<file path="src/rtl/tester_auto_player.sv">
// Automatic BlackJack player for FSM benches: watches the game state and hand value and
// drives active-low Hit/Stay buttons with fixed-length presses over a set number of rounds.
module tester_auto_player #(
  parameter int                        NUM_ROUNDS     = 2,
  parameter logic [6*NUM_ROUNDS-1:0]   THRESHOLDS     = {6'd15, 6'd6},
  parameter int                        PRESS_CYCLES   = 255,
  parameter int                        RELEASE_CYCLES = 4,
  parameter int                        MAX_HITS       = 8,
  parameter int                        WAIT_TIMEOUT   = 0,
  parameter logic [4:0]                PLAYER_TURN    = 5'b01001
) (
  input  logic                              clk,
  input  logic                              ResetTester,
  input  logic [4:0]                        StateFSM,
  input  logic [5:0]                        TesterHand,
  output logic                              o_TesterHit,
  output logic                              o_TesterStay,
  output logic [$clog2(NUM_ROUNDS+1)-1:0]   o_Round,
  output logic [$clog2(MAX_HITS+1)-1:0]     o_HitCount,
  output logic                              o_Done,
  output logic                              o_Timeout
);

  localparam int MAXC = (PRESS_CYCLES > RELEASE_CYCLES) ? PRESS_CYCLES : RELEASE_CYCLES;
  localparam int TW   = $clog2(MAXC + 1);
  localparam int RW   = $clog2(NUM_ROUNDS + 1);
  localparam int HW   = $clog2(MAX_HITS + 1);
  localparam int WW   = (WAIT_TIMEOUT > 0) ? $clog2(WAIT_TIMEOUT + 1) : 1;

  localparam logic [TW-1:0] PRESS_LOAD   = TW'(PRESS_CYCLES - 1);
  localparam logic [TW-1:0] RELEASE_LOAD = TW'(RELEASE_CYCLES - 1);
  localparam logic [RW-1:0] ROUNDS_C     = RW'(NUM_ROUNDS);
  localparam logic [HW-1:0] HITS_C       = HW'(MAX_HITS);
  localparam logic [WW-1:0] TIMEOUT_LAST = WW'(WAIT_TIMEOUT - 1);

  typedef enum logic [2:0] {
    START      = 3'd0,
    WAIT_TURN  = 3'd1,
    PRESS_HIT  = 3'd2,
    PRESS_STAY = 3'd3,
    RELEASE    = 3'd4,
    DONE       = 3'd5
  } playerState_e;

  playerState_e  stateR, stateN;
  logic [TW-1:0] timerR, timerN;
  logic [RW-1:0] roundR, roundN;
  logic [HW-1:0] hitR, hitN;
  logic [WW-1:0] waitR, waitN;
  logic          armedR, armedN;
  logic          timeoutR, timeoutN;
  logic          isTurnS;

  function automatic logic [5:0] thresholdFor(input logic [RW-1:0] r);
    logic [5:0] t;
    t = THRESHOLDS[5:0];
    for (int i = 0; i < NUM_ROUNDS; i++) begin
      t = (r == RW'(i)) ? THRESHOLDS[6*i +: 6] : t;
    end
    return t;
  endfunction

  assign isTurnS = (StateFSM == PLAYER_TURN);

  // Next-state, counter and timer decisions.
  always_comb begin
    stateN   = stateR;
    timerN   = timerR;
    roundN   = roundR;
    hitN     = hitR;
    waitN    = waitR;
    timeoutN = timeoutR;
    // Re-arm whenever the game leaves the player turn, whatever our own state.
    if (!isTurnS) begin
      armedN = 1'b1;
    end else begin
      armedN = armedR;
    end
    case (stateR)
      START: begin
        stateN = WAIT_TURN;
      end
      WAIT_TURN: begin
        if (isTurnS && armedR) begin
          waitN  = '0;
          armedN = 1'b0;
          timerN = PRESS_LOAD;
          if (hitR == HITS_C) begin
            stateN = PRESS_STAY;
          end else if (TesterHand < thresholdFor(roundR)) begin
            stateN = PRESS_HIT;
          end else begin
            stateN = PRESS_STAY;
          end
        end else if ((WAIT_TIMEOUT != 0) && (waitR == TIMEOUT_LAST)) begin
          waitN    = '0;
          timeoutN = 1'b1;
          stateN   = DONE;
        end else begin
          waitN = waitR + 1'b1;
        end
      end
      PRESS_HIT: begin
        if (timerR == '0) begin
          if (hitR != HITS_C) begin
            hitN = hitR + 1'b1;
          end else begin
            hitN = hitR;
          end
          timerN = RELEASE_LOAD;
          stateN = RELEASE;
        end else begin
          timerN = timerR - 1'b1;
        end
      end
      PRESS_STAY: begin
        if (timerR == '0) begin
          hitN = '0;
          if (roundR != ROUNDS_C) begin
            roundN = roundR + 1'b1;
          end else begin
            roundN = roundR;
          end
          if (roundN == ROUNDS_C) begin
            stateN = DONE;
          end else begin
            timerN = RELEASE_LOAD;
            stateN = RELEASE;
          end
        end else begin
          timerN = timerR - 1'b1;
        end
      end
      RELEASE: begin
        if (timerR == '0) begin
          stateN = WAIT_TURN;
        end else begin
          timerN = timerR - 1'b1;
        end
      end
      DONE: begin
        stateN = DONE;
      end
      default: begin
        stateN = START;
      end
    endcase
  end

  // State, counters and button decode; outputs are registered from the next state.
  always_ff @(posedge clk or posedge ResetTester) begin
    if (ResetTester) begin
      stateR       <= START;
      timerR       <= '0;
      roundR       <= '0;
      hitR         <= '0;
      waitR        <= '0;
      armedR       <= 1'b1;
      timeoutR     <= 1'b0;
      o_TesterHit  <= 1'b1;
      o_TesterStay <= 1'b1;
      o_Done       <= 1'b0;
    end else begin
      stateR       <= stateN;
      timerR       <= timerN;
      roundR       <= roundN;
      hitR         <= hitN;
      waitR        <= waitN;
      armedR       <= armedN;
      timeoutR     <= timeoutN;
      o_TesterHit  <= (stateN != PRESS_HIT);
      o_TesterStay <= (stateN != PRESS_STAY);
      o_Done       <= (stateN == DONE) && !timeoutN;
    end
  end

  assign o_Round    = roundR;
  assign o_HitCount = hitR;
  assign o_Timeout  = timeoutR;

endmodule

</file>
<file path="config.mk">
export PLATFORM = sky130hd
export DESIGN_NAME = tester_auto_player
export DESIGN_NICKNAME = d
export VERILOG_FILES = /design/src/rtl/tester_auto_player.sv
export SDC_FILE = /design/constraint.sdc
export NUM_CORES = 1
export LEC_CHECK = 0
export CAP_MARGIN = 25
export CORE_MARGIN = 2
export CORE_UTILIZATION = 56
export CTS_CLUSTER_DIAMETER = 30
export DETAILED_ROUTE_END_ITERATION = 12
export GPL_TIMING_DRIVEN = 0
export PLACE_DENSITY = 0.84
export SLEW_MARGIN = 20
export SYNTH_ARGS = -nofsm -noshare
export SYNTH_HDL_FRONTEND = slang
export SYNTH_SLANG_ARGS = --single-unit
</file>
<file path="constraint.sdc">
create_clock -name clk -period 5.5 [get_ports clk]
set_input_delay 1.1 -clock clk [delete_from_list [all_inputs] [get_ports clk]]
set_output_delay 1.1 -clock clk [all_outputs]
set_load 0.02 [all_outputs]
</file>
==> run metrics, run 1 <==
TritonCTS buffer count=3; Synth Cell Area=~0.0014 mm^2; pre-CTS setup slack=approximately 2.5 ns; # IOs=23; Seq pwr share=0.514; post-synthesis adder-cell area fraction=0.0635; Total GRT Usage=0.248; Initial Util=0.606; GR Util met2=0.426; Mapped Cells=140; Final min period=between 2 and 3 ns; top cell type's share of synthesized area=0.326; setup tns final=0 ns; share of cells above drive strength 1=0.115; vias in the first global route=roughly 1100; Clock power frac=0.168; fmax=0.371 GHz; overall die height=around 54 um; Final period util=0.489; max cap viols=0; most frequent cells in the layout=clkdlybuf4s50_1, dfrtp_1, inv_1; met1 Use GR=0.312; Worst Tran Pin Value=about 0.86 ns; Post-DRT Antenna Nets=0; Tightest Hold Check Type=flop to flop; worst hold slack=about 0.51 ns; CTS resizes=0; Synth Area in Simple Gates=0.224; combinational group share of total power=0.317; syn nets=160; GP Congestion=about 0.86; grt met3 use=0.0500; Max Root-Sink Buffers=2; Layout Skew=0.0141 ns; htree depth=1; I/O Buffers=21; pwr dens=between 200 and 300 mW/mm^2; Vias/cell=between 6 and 7; Setup Viol. Count Final=0; Distinct cells, synth=54; commonest non-fill, non-tap cell in the layout=clkdlybuf4s50_1; Synth Area in XOR/XNOR=0; max_slew headroom=0.426; CP startpoint kind=input pin; Yosys reg bits=21; DR pass1 iterations=4; CP endpoint kind=flop; wire length per cell=16.0 um; leakage power=between 0.0006 and 0.0007 uW; initial antenna violation count=0; Async SR Flop Fraction=1.00; cts hold-fix bufs=0; largest family of logic cells by synthesized area=compound AO/OA/AOI/OAI gates; switching share of total power=0.369; Setup Crit Path Kind=input pin to flop; max-slew violations=0; Core Footprint=roughly 0.0023 mm^2; final hold viol count=0; P_int=~280 uW; CP required=5.69 ns; Worst Path Arrival=approximately 2.9 ns; Cell Rows=17; DR iter-0 viols=46; Power, Total=~440 uW; clock root buffer master=clkbuf_4; Mean Syn Cell Area=between 9 and 10 um^2; setup repair bufs after CTS=0; post-synth top area cell=dfrtp_1; Compound-Gate Fraction of Synth Area=0.234; Final WS setup=roughly 2.8 ns; register area share after synthesis=0.383; mux cell area share after synthesis=0.0372; Num Clock Sinks=21; global route hottest layer=met2; clk_lat worst skew=between 0.3 and 0.4 ns; Synth Warn #=0; RSZ-0062 raised after global routing=false; fin util=0.726; EDFF count, synth=0; status=completed; ranking of synthesized cells by area=dfrtp_1, ha_1, dfstp_2; first-pass GRT wire length=5120 um; ant diodes=0; CTS tree=built; Psw=around 160 uW; ys flop type=dfrtp_1; # DRC=0; HPWL after detailed placement=~2400 um; GRT overflow=0; Area Overhead vs Synth=19.7%; chip width=about 54 um; CP Max Fanout=8; Max rail drop VDD=0.000235 V; Nets=between 150 and 200; register clock-pin slew on the reported worst setup and hold paths=approximately 0.1 ns; Via Count=approximately 1200; die area=about 0.0029 mm^2; pin count of the biggest net entering global routing=22; Routed WL=between 3000 and 4000 um
## worst paths after layout
check | slack (ns) | endpoint | depth (start not counted) | from
max in group asynchronous | 3.76 | stateR[2]$_DFF_PP0_ | 2 | ResetTester
min in group asynchronous | 1.23 | timerR[4]$_DFFE_PP0P_ | 2 | ResetTester
setup reg to reg | 3.26 | timerR[0]$_DFFE_PP0P_ | 6 | timerR[0]$_DFFE_PP0P_
hold / removal | 0.51 | armedR$_DFF_PP1_ | 2 | armedR$_DFF_PP1_
setup / recovery | 2.81 | timerR[0]$_DFFE_PP0P_ | 5 | StateFSM[2]
hold reg to reg | 0.51 | armedR$_DFF_PP1_ | 2 | armedR$_DFF_PP1_
## flip-flops by register name, indices dropped and copies added, names as in the netlist
register and flops:
stateR 3, o_TesterHit 1, timerR 8, o_HitCount 4, o_TesterStay 1, o_Done 1, armedR 1, o_Round 2
## power groups by stage
| stage | Sequential, uW | Combinational, uW | Clock [uW] |
|---|---|---|---|
| after floorplan | 220 | 96.6 | 0 |
| after global placement | 222 | 132 | 0 |
| after detailed placement | 226 | 140 | 0 |
| after CTS | 224 | 140 | 76.0 |
| after global routing | 229 | 156 | 85.4 |
| final | 226 | 140 | 74.1 |
## synth_stat cells, types with 2 or more instances
library cell and count:
o21ai_1 4, mux2_4 2, o2111ai_1 2, dfstp_2 3
and3_1 2, nor2_1 5, ha_1 7, nor3_1 3
nand3b_1 2, a31oi_1 6, o211ai_1 3, o2bb2ai_1 5
dfrtp_1 18, buf_4 2, nor2b_1 4, inv_1 12
o21ai_0 6, a32o_1 2, a21oi_1 6, nand2b_1 3
clkbuf_1 2, nand2_1 4, nand3_1 4, or4_1 3
## final cells by class
type	instances	area (um^2)
clock buffer	4	26.3
timing repair buffer	21	210
buffer	6	31.3
fill	175	624
multi-input combinational	101	774
sequential	21	529
inverter	12	45.0
tap	28	35.0
## cell families (layout without fill, tap and decap cells)
family                   after synthesis  in the layout
AO/OA/AOI/OAI                         44             44
adder cells (fa/ha/maj)                7              7
buffers and inverters                 18             43
flip-flops                            21             21
multiplexers                           4              4
other                                  1              1
AND/OR/NAND/NOR                       45             45
## metrics by stage
step / std cells / cell area [um^2]
global route: 193 / 1650
global placement: 189 / 1630
detailed placement: 189 / 1630
floorplan: 140 / 1380
finish: 193 / 1650
CTS: 193 / 1650
## per-layer routing
metal	vias to the layer above	wire (um)
met5	-	0
met4	0	31
met3	5	137
met2	35	1600
met1	598	1320
li1	581	-
## worst max-delay path: stages
cell and delay (ns):
clkdlybuf4s50_1 0.39, nand4bb_1 0.25, o21ai_1 0.57, o21ai_4 0.22, mux2_1 0.36
Power figures use the tool's default switching activity.
==> run 2, diff against run 1 <==
- CORE_UTILIZATION: 56 -> 47
- PLACE_DENSITY: 0.84 -> 0.76
- clock period: 5.5 -> 2.2 ns (I/O delays scaled with it)
==> run 2 against run 1 <==
- clock skew decreased by 0.0075 ns
- cell count is 3.6% higher
- critical path type is now flop to flop
- die area grew 18%
- total power grew to 2.6 times the previous value
- sequential cell count did not move
- clock power rose by 150%
- sequential power rose to 2.5 times the previous value
- highest routed layer unchanged
- first-iteration DRC count stayed put
- final area rose by 4.3%
- worst setup slack lost 2.7 ns
- critical path depth rose by 2
==> run metrics, run 2 (synthesis results as in run 1) <==
CP Max Fanout=8; max-slew violations=0; status=completed; worst reg2reg endpoint=o_Round[1]$_DFFE_PP0P_; max reg flops=8; first-pass GRT wire length=roughly 5300 um; cts hold-fix bufs=0; clk_lat worst skew=0.31 ns; Vias/cell=between 6 and 7; setup tns final=0 ns; Layout Skew=around 0.0066 ns; Reg-to-Reg Start=timerR[0]$_DFFE_PP0P_; final hold viol count=0; die area=roughly 0.0034 mm^2; HPWL after detailed placement=2240 um; Cell Rows=19; Tightest Hold Check Type=flop to flop; Nets=190; fin util=0.619; CP required=2.40 ns; Routed WL=about 3100 um; Worst Path Arrival=2.29 ns; fmax=0.480 GHz; CTS tree=built; vias in the first global route=between 1000 and 1500; Setup Viol. Count Final=0; Final period util=0.947; # DRC=0; Max rail drop VDD=around 0.00076 V; DR iter-0 viols=46; Post-DRT Antenna Nets=0; Core Footprint=approximately 0.0028 mm^2; FF-to-FF path depth=7; Via Count=around 1200; Power, Total=approximately 1100 uW; flop-to-flop setup slack=approximately 0.12 ns; Setup Crit Path Kind=flop to flop; commonest non-fill, non-tap cell in the layout=clkdlybuf4s50_1; pin count of the biggest net entering global routing=22; GP Congestion=0.879; register clock-pin slew on the reported worst setup and hold paths=around 0.12 ns; pre-CTS setup slack=-0.142 ns; register area=~530 um^2; post-route cell area=~0.0017 mm^2; post-placement cell area=approximately 0.0016 mm^2; chip width=58.2 um; Num Clock Sinks=21; leakage power=roughly 0.00070 uW; I/O Buffers=21; Final WS setup=around 0.12 ns; share of cells above drive strength 1=0.160; clock root buffer master=clkbuf_4; Total GRT Usage=0.202; ant diodes=0; overall die height=between 50 and 60 um; most frequent cells in the layout=clkdlybuf4s50_1, dfrtp_1, inv_1; Worst Tran Pin Value=0.774 ns; CP endpoint kind=flop; DR pass1 iterations=4; Reg with most FFs=timerR; hold depth=2; Critical path destination=o_Round[1]$_DFFE_PP0P_; Area Overhead vs Synth=24.8%; initial antenna violation count=0; Initial Util=0.496; wire length per cell=about 15 um; Filler cells=between 200 and 250; # IOs=23; htree depth=1; max cap viols=0; pwr dens=between 600 and 700 mW/mm^2; CP startpoint kind=flop; max_slew headroom=0.484; Final min period=~2.1 ns; Max Root-Sink Buffers=2; Critical Path Source=timerR[0]$_DFFE_PP0P_; area occupied by multi-input gates=798 um^2; TritonCTS buffer count=3; GRT overflow=0
-- run 2: repair_timing --
item / 4_1_cts / 5_1_grt
endpoints found under the setup margin: 1 / 9
gates resized for setup: 1 / 3
cloned: 0 / 0
pin swaps: 0 / 2
setup buffers: 0 / 4
-- run 2: power by group --
part / switching [uW] / leakage (uW) / internal, uW
combinational: 191 / 0.000431 / 178
sequential: 109 / 0.000247 / 460
clock: 117 / 0.0000177 / 67.8
total: 417 / 0.000696 / 706
-- run 2: critical path, stage by stage, from the launching register on --
cell     delay [ns]
dfrtp_1        0.45
inv_1          0.11
ha_1           0.22
or4b_4         0.54
nor3_4         0.18
buf_12         0.15
nand2_4        0.06
mux2_4         0.29
-- run 2: worst min path at each step --
stage / slack [ns] / from / end
floorplan: 0.41 / ResetTester / o_Done$_DFF_PP0_
global placement: 0.48 / armedR$_DFF_PP1_ / armedR$_DFF_PP1_
detailed placement: 0.48 / armedR$_DFF_PP1_ / armedR$_DFF_PP1_
CTS: 0.50 / armedR$_DFF_PP1_ / armedR$_DFF_PP1_
global route: 0.51 / armedR$_DFF_PP1_ / armedR$_DFF_PP1_
finish: 0.50 / armedR$_DFF_PP1_ / armedR$_DFF_PP1_
-- run 2: through the flow --
stage	hold WS (ns)	instances
final	0.504	200
after global routing	0.514	200
after floorplan	0.414	140
after detailed placement	0.478	192
after CTS	0.501	196
after global placement	0.481	192
-- run 2: layer usage --
| metal | wire length [um] | part of all wire | GRT usage | vias to the layer above |
|---|---|---|---|---|
| met1 | 1360 | 0.44 | 0.277 | 599 |
| met3 | 129 | 0.042 | 0.0223 | 6 |
| li1 | - | - | - | 584 |
| met5 | 0 | 0 | 0 | - |
| met4 | 44 | 0.014 | 0.0731 | 0 |
| met2 | 1540 | 0.50 | 0.330 | 40 |
-- run 2: cell type report --
cell class | instances | area share
plain buffers | 6 | 0.0182
clock buffers | 3 | 0.0131
clock inverters | 1 | 0.00290
inverters | 12 | 0.0261
multi-input cells | 101 | 0.463
flip-flops and latches | 21 | 0.307
well taps | 31 | 0.0225
repair buffers | 25 | 0.147
==> run 3, diff against run 2 <==
- PLACE_DENSITY: 0.76 -> 0.85
==> run 3 against run 2 <==
- non-clock buffer count increased by 1
- register-to-register slack about the same
- clock-buffer cell count is 1 higher
- via count shrank 1.3%
- routed wire length is 0.82% higher
- core utilization fell by 0.36 points
- clock power is 4% higher
- worst hold slack improved by 0.024 ns
- critical path type unchanged
- critical endpoint unchanged
==> run metrics, run 3 (synthesis results as in run 1) <==
vias in the first global route=approximately 1200; Cell Rows=19; Tightest Hold Check Type=flop to flop; Post-DRT Antenna Nets=0; Worst Tran Pin Value=0.797 ns; final hold viol count=0; CP endpoint kind=flop; M1 WL=1390 um; GRT overflow=0; Hold Path Origin=armedR$_DFF_PP1_; first-pass GRT wire length=5260 um; Nets=191; max-slew violations=0; initial antenna violation count=0; max reg flops=8; clock root buffer master=clkbuf_4; die area=roughly 0.0034 mm^2; CP startpoint kind=flop; Layout Skew=around 0.0093 ns; Vias/cell=between 6 and 7; HPWL after detailed placement=2250 um; Worst Path Arrival=between 2 and 2.5 ns; Num Clock Sinks=21; Final min period=about 2.1 ns; status=completed; DR iter-0 viols=48; pwr dens=roughly 660 mW/mm^2; ant diodes=0; Reg-to-Reg Start=timerR[1]$_DFFE_PP0P_; Total GRT Usage=0.201; setup tns final=0 ns; pin count of the biggest net entering global routing=22; DR pass1 iterations=4; CP required=2.40 ns; Setup Viol. Count Final=0; clk_lat worst skew=between 0.3 and 0.4 ns; TritonCTS buffer count=3; fmax=roughly 0.48 GHz; Setup Crit Path Kind=flop to flop; met3 WL=121 um; # DRC=0; cts hold-fix bufs=0; I/O Buffers=21; commonest non-fill, non-tap cell in the layout=clkdlybuf4s50_1; chip width=between 50 and 60 um; CTS tree=built; Max Root-Sink Buffers=2; htree depth=1; metal2 WL=around 1500 um; max cap viols=0; overall die height=58.2 um; register clock-pin slew on the reported worst setup and hold paths=about 0.12 ns; most frequent cells in the layout=clkdlybuf4s50_1, dfrtp_1, inv_1; CP Max Fanout=7; Routed WL=a little over 3000 um; share of cells above drive strength 1=0.153; Reg with most FFs=timerR; Final period util=0.948; GP Congestion=0.889; Via Count=1213; Critical Path Source=timerR[1]$_DFFE_PP0P_; worst hold slack=between 0.5 and 0.6 ns; Top Metal Used=met4; # IOs=23; Core Footprint=between 0.002 and 0.003 mm^2; Initial Util=0.496; Area Overhead vs Synth=24.1%; wire length per cell=15.4 um; leakage power=about 0.00069 uW; max_slew headroom=0.468; Max rail drop VDD=roughly 0.00052 V
==> run 3: cell types whose count changed in the layout (fill, tap and decap cells not counted), sizes merged <==
cell,delta
buf,+1
clkinv,-1
clkbuf,+1
==> run 3: worst max-delay path, stage by stage, from the launching register on <==
cell and delay, ns:
dfrtp_1 0.43, inv_1 0.10, ha_1 0.23, or4b_4 0.53
nor3_4 0.29, nand2_4 0.09, mux2_4 0.30
==> run 3: what timing repair did <==
action / in CTS / in global routing
resized for setup: 1 / 2
pin swaps: 0 / 2
setup buffers: 0 / 5
endpoints found under the setup margin: 1 / 7
==> run 3: cell type report <==
| class | instances | area, um^2 |
|---|---|---|
| Fill cell | 233 | 1070 |
| Multi-Input combinational cell | 101 | 795 |
| Sequential cell | 21 | 529 |
| Timing Repair Buffer | 26 | 248 |
| Inverter | 12 | 45.0 |
| Tap cell | 31 | 38.8 |
| Buffer | 6 | 31.3 |
| Clock buffer | 4 | 26.3 |
==> run 3: report_power, final <==
| part | internal (uW) | switching [uW] |
|---|---|---|
| clock | 70.9 | 121 |
| sequential | 460 | 107 |
| combinational | 182 | 191 |
==> run 3: worst paths after layout <==
path	slack [ns]	depth (start not counted)	endpoint
setup / recovery	0.11	6	o_Round[1]$_DFFE_PP0P_
setup reg to reg	0.11	6	o_Round[1]$_DFFE_PP0P_
hold reg to reg	0.53	2	armedR$_DFF_PP1_
hold / removal	0.53	2	armedR$_DFF_PP1_
max in group asynchronous	1.14	2	o_Round[1]$_DFFE_PP0P_
min in group asynchronous	0.56	2	o_Round[0]$_DFFE_PP0P_
==> run 3: metrics by stage <==
stage	cell area, um^2	std cells	worst slack (ns)	power, uW	util
after floorplan	1380	140	0.173	791	-
after global placement	1630	192	-0.146	888	0.586
after detailed placement	1630	192	-0.164	903	0.586
after CTS	1660	196	0.0309	1110	0.598
after global routing	1710	201	-0.0124	1210	0.616
final	1710	201	0.114	1130	0.616
==> run 3: routing by layer <==
metal / up-vias / GRT usage
met4: 0 / 0.0864
met2: 34 / 0.331
met5: - / 0
met1: 585 / 0.261
li1: 587 / -
met3: 7 / 0.0313
